--- config.mk ---
export PLATFORM = sky130hd
export DESIGN_NAME = q_8_42_ones_gen
export DESIGN_NICKNAME = d
export VERILOG_FILES = /design/src/rtl/q_8_42_ones_gen.sv
export SDC_FILE = /design/constraint.sdc
export NUM_CORES = 1
export LEC_CHECK = 0
export CORE_MARGIN = 2
export CORE_UTILIZATION = 50
export CTS_CLUSTER_DIAMETER = 120
export DETAILED_ROUTE_END_ITERATION = 10
export PLACE_DENSITY_LB_ADDON = 0.2
export SYNTH_ARGS = -nofsm -noshare
export SYNTH_HDL_FRONTEND = slang
export SYNTH_SLANG_ARGS = --single-unit
--- constraint.sdc ---
create_clock -name clk -period 4.65 [get_ports clk]
set_clock_uncertainty 0.1 [all_clocks]
set_input_delay 0.6975 -clock clk [delete_from_list [all_inputs] [get_ports clk]]
set_output_delay 0.6975 -clock clk [all_outputs]
set_load 0.005 [all_outputs]
--- src/rtl/q_8_42_ones_gen.sv ---
// Ones generator: builds a WIDTH-bit, MSB-justified word with count_in ones, one bit per clock.
// Optional macro Q_8_42_OVF_FLAG_EN adds the ovf output that flags a clamped request.
module q_8_42_ones_gen #(
  parameter int WIDTH = 8,
  localparam int CW = $clog2(WIDTH + 1)
) (
  input  logic             clk,
  input  logic             rst,
  input  logic             start,
  input  logic [CW-1:0]    count_in,
  output logic             rdy,
  output logic             done,
  output logic [WIDTH-1:0] data_out
`ifdef Q_8_42_OVF_FLAG_EN
  ,
  output logic             ovf
`endif
);

  typedef enum logic [0:0] {
    S_IDLE = 1'b0,
    S_FILL = 1'b1
  } state_t;

  state_t           state_q;
  logic [CW-1:0]    cnt_q;
  logic [CW-1:0]    cnt_d;
  logic [WIDTH-1:0] data_q;
  logic             over_d;

  // Requests above WIDTH are clamped so the shift never runs past a full word.
  always_comb begin
    over_d = (count_in > CW'(WIDTH));
    cnt_d  = over_d ? CW'(WIDTH) : count_in;
  end

`ifdef Q_8_42_OVF_FLAG_EN
  logic ovf_q;
  assign ovf = ovf_q;
`endif

  always_ff @(posedge clk) begin
    if (rst) begin
      state_q <= S_IDLE;
      cnt_q   <= '0;
      data_q  <= '0;
`ifdef Q_8_42_OVF_FLAG_EN
      ovf_q   <= 1'b0;
`endif
    end else begin
      case (state_q)
        S_IDLE: begin
          if (start) begin
            cnt_q   <= cnt_d;
            data_q  <= '0;
            state_q <= S_FILL;
`ifdef Q_8_42_OVF_FLAG_EN
            ovf_q   <= over_d;
`endif
          end
        end
        S_FILL: begin
          if (cnt_q != '0) begin
            data_q <= {1'b1, data_q[WIDTH-1:1]};
            cnt_q  <= cnt_q - 1'b1;
          end else begin
            state_q <= S_IDLE;
          end
        end
        default: state_q <= S_IDLE;
      endcase
    end
  end

  assign rdy      = (state_q == S_IDLE);
  assign done     = (state_q == S_FILL) && (cnt_q == '0);
  assign data_out = data_q;

endmodule

==> run_results.csv <==
group,metric,value,unit
floorplanning,dieWidth,40.7,um
synthesis,synth_top_area_cell,"dfxtp_1",
layout,nNetsFinal,99,
layout,fillers,120,
synthesis,syn_nets,84,
sta,hold_violations,0,
floorplanning,start_util,52.5,%
sta,period_share,61.4,%
synthesis,yosysSeqAreaShare,38.6,%
layout,antenna_cells,0,
critical_path,critPathLaunchType,"flop",
critical_path,critPathRequiredTime,3.85,ns
layout,drive_gt1_share,11.2,%
synthesis,syn_area_per_cell,8.99,um2
min_path,hold_class,"reg2reg",
detailed_routing,avgRoutedWirePerCell,12.4,um
detailed_routing,drc,0,
global_route,grt_pass1_wl,1.97,mm
floorplanning,fp-row-count,13,
synthesis,yosys_warnings,0,
critical_path,r2r_end,"cnt_q[3]",
floorplanning,core,1280,um2
power,ir_drop,0.250,mV
place,dp_hpwl,862,um
sta,period_minus_slack,2.85,ns
synthesis,netlist.area_leader.share,38.6,%
floorplanning,io_pins,17,
global_route,antenna_found_initial,0,
power,power_frac_comb,26.9,%
clocking,cts_root_buf,"clkbuf_4",
global_route,grt_pass1_vias,446,
min_path,whs_endpoint,"data_out[0]",
layout,area_growth,23.9,%
layout,layoutNonFillerInstCount,104,
detailed_routing,wl,1.29,mm
sta,fin_ws,1.80,ns
global_route,overflow,0,
synthesis,syn_area,674,um2
power,sw_frac_of_total,31.1,%
critical_path,r2r_slack,2.90,ns
synthesis,synthTopCellsByArea,"dfxtp_1, a21oi_1, o21ai_0, nand3_1, a2111oi_2",
clocking,numClockSinks,13,
sta,worst_slew_margin_rel,45.9,%
detailed_routing,first_pass_iters,4,
sta,hold-worst-slack,0.388,ns
run,drv_cap,0,
critical_path,end_kind,"output pin",
detailed_routing,vias_per_cell,5.43,
global_route,grt_max_degree,21,
critical_path,crit_type,"reg2out",
sta,finalSetupViolCount,0,
synthesis,syn_inst,75,
power,p_clk_share,25.0,%
power,p_leak,0.284,nW
clocking,clkSlewWorstSetupHoldPaths,0.08,ns
clocking,clk_path_buf_depth,2,
sta,rsz0062_at_grt,"false",
detailed_routing,num_vias,565,
synthesis,yosysUniqueCellTypes,25,
clocking,post_cts_resized,0,
place,place_congestion,0.796,
power,p_switching,0.0000846,W
synthesis,ys_ff_latch,13,
critical_path,crit_arrival,2.06,ns
clocking,htree_num_levels,1,
min_path,min_from,"data_out[0]",
critical_path,path_max_fanout,20,
detailed_routing,drtIter0Drc,14,
power,p_per_area,326,nW/um2
power,intPower,0.000188,W
critical_path,rr_worst_depth,4,
critical_path,r2r-start,"state_q",
clocking,cts_hold_buf,0,
min_path,hold-path-cell-count,2,
clocking,cts_tree,"built",
floorplanning,dieArea,1660,um2
place,dp.cells,100,
clocking,insertion_delay,0.27,ns
place,place_ws,2.10,ns
sta,drv_slew,0,
sta,fmax,350,MHz
sta,tns,0,ns
floorplanning,die_h,40.7,um
place,io_buffers,16,
clocking,cts_made_buffers,3,
global_route,grt_usage,18.1,%
power,power.share.sequential,48.1,%
detailed_routing,postRouteAntennaNets,0,
clocking,post_cts_buffers,0,
outcome,status,"complete, no violations",
sta,max_slew.worst_pin.slew,0.811,ns
==> flip-flops by register name, indices dropped and copies added (netlist names) <==
| signal | flops |
|---|---|
| state_q | 1 |
| data_out | 8 |
| cnt_q | 4 |
==> metrics by stage <==
step | instance area, um2 | power (W) | utilization (%)
3_5_place_dp | 810 | 0.000206 | 63.0
4_1_cts | 836 | 0.000276 | 65.0
6_report | 836 | 0.000272 | 65.0
3_3_place_gp | 810 | 0.000205 | 63.0
2_1_floorplan | 674 | 0.000191 | -
5_1_grt | 836 | 0.000288 | 65.0
==> logic make-up (layout without fill, tap and decap cells) <==
group | Yosys count | in the layout | synth area share, %
xor gates and xnor gates | 2 | 2 | 2.60
AOI/OAI and AO/OA | 25 | 25 | 23.4
and+or+nand+nor | 21 | 21 | 21.9
buffers and inverters | 12 | 26 | 9.83
adders and majority gates | 2 | 2 | 3.71
DFF | 13 | 13 | 38.6
==> routing by layer <==
layer	vias up	track usage, %	share of wire, %
li1	296	-	-
met1	255	23.2	49
met2	14	27.4	45
met3	0	8.70	6.4
met4	0	4.17	0
met5	-	0	0
==> power groups by stage <==
| stage | Sequential (W) | Combinational (W) | Clock, W |
|---|---|---|---|
| 6_report | 0.000131 | 0.0000732 | 0.0000681 |
| 5_1_grt | 0.000132 | 0.0000809 | 0.0000744 |
| 4_1_cts | 0.000131 | 0.0000737 | 0.0000718 |
| 3_5_place_dp | 0.000134 | 0.0000728 | 0 |
| 3_3_place_gp | 0.000133 | 0.0000717 | 0 |
| 2_1_floorplan | 0.000127 | 0.0000639 | 0 |
==> how the worst max path moves through the flow <==
stage / startpoint / to / cells after the start
after floorplan: cnt_q[0] / done / 5
after global routing: state_q / done / 3
after detailed placement: state_q / done / 3
after CTS: state_q / done / 3
after global placement: state_q / done / 3
final: state_q / done / 3
==> cell usage in the layout (no fill, tap or decap), types with 2 or more instances in the layout <==
cell             instances
clkdlybuf4s50_1         16
dfxtp_1                 13
a21oi_1                 12
o21ai_0                  9
nand3_1                  8
inv_1                    5
nor3_1                   4
clkbuf_4                 3
nor3b_1                  2
a2111oi_2                2
ha_1                     2
==> synthesized netlist by cell type (all sizes together) <==
library cell / number
ha: 2
nand2: 1
o21ai: 9
and3b: 1
or2: 1
a211oi: 1
o32a: 1
a21oi: 12
xor2: 1
a2111oi: 2
nand4bb: 1
nor3b: 2
xnor2: 1
nand3: 8
clkbuf: 1
nor2: 1
inv: 6
dfxtp: 13
or3b: 1
nor3: 4
buf: 5
nor2b: 1
==> area by class of cell <==
class                   count  area, um2  area share, %
inverters                   6       22.5           2.69
clock buffers               4       26.3           3.14
repair buffers             16        160           19.2
multi-input cells          50        348           41.6
flip-flops and latches     13        260           31.1
well taps                  15       18.8           2.25
==> worst max-delay path: stages (launching register included) <==
cell and delay (ns):
dfxtp_1 0.85, nand4bb_4 0.18, inv_2 0.21, clkdlybuf4s50_1 0.54
Power figures use the tool's default switching activity.
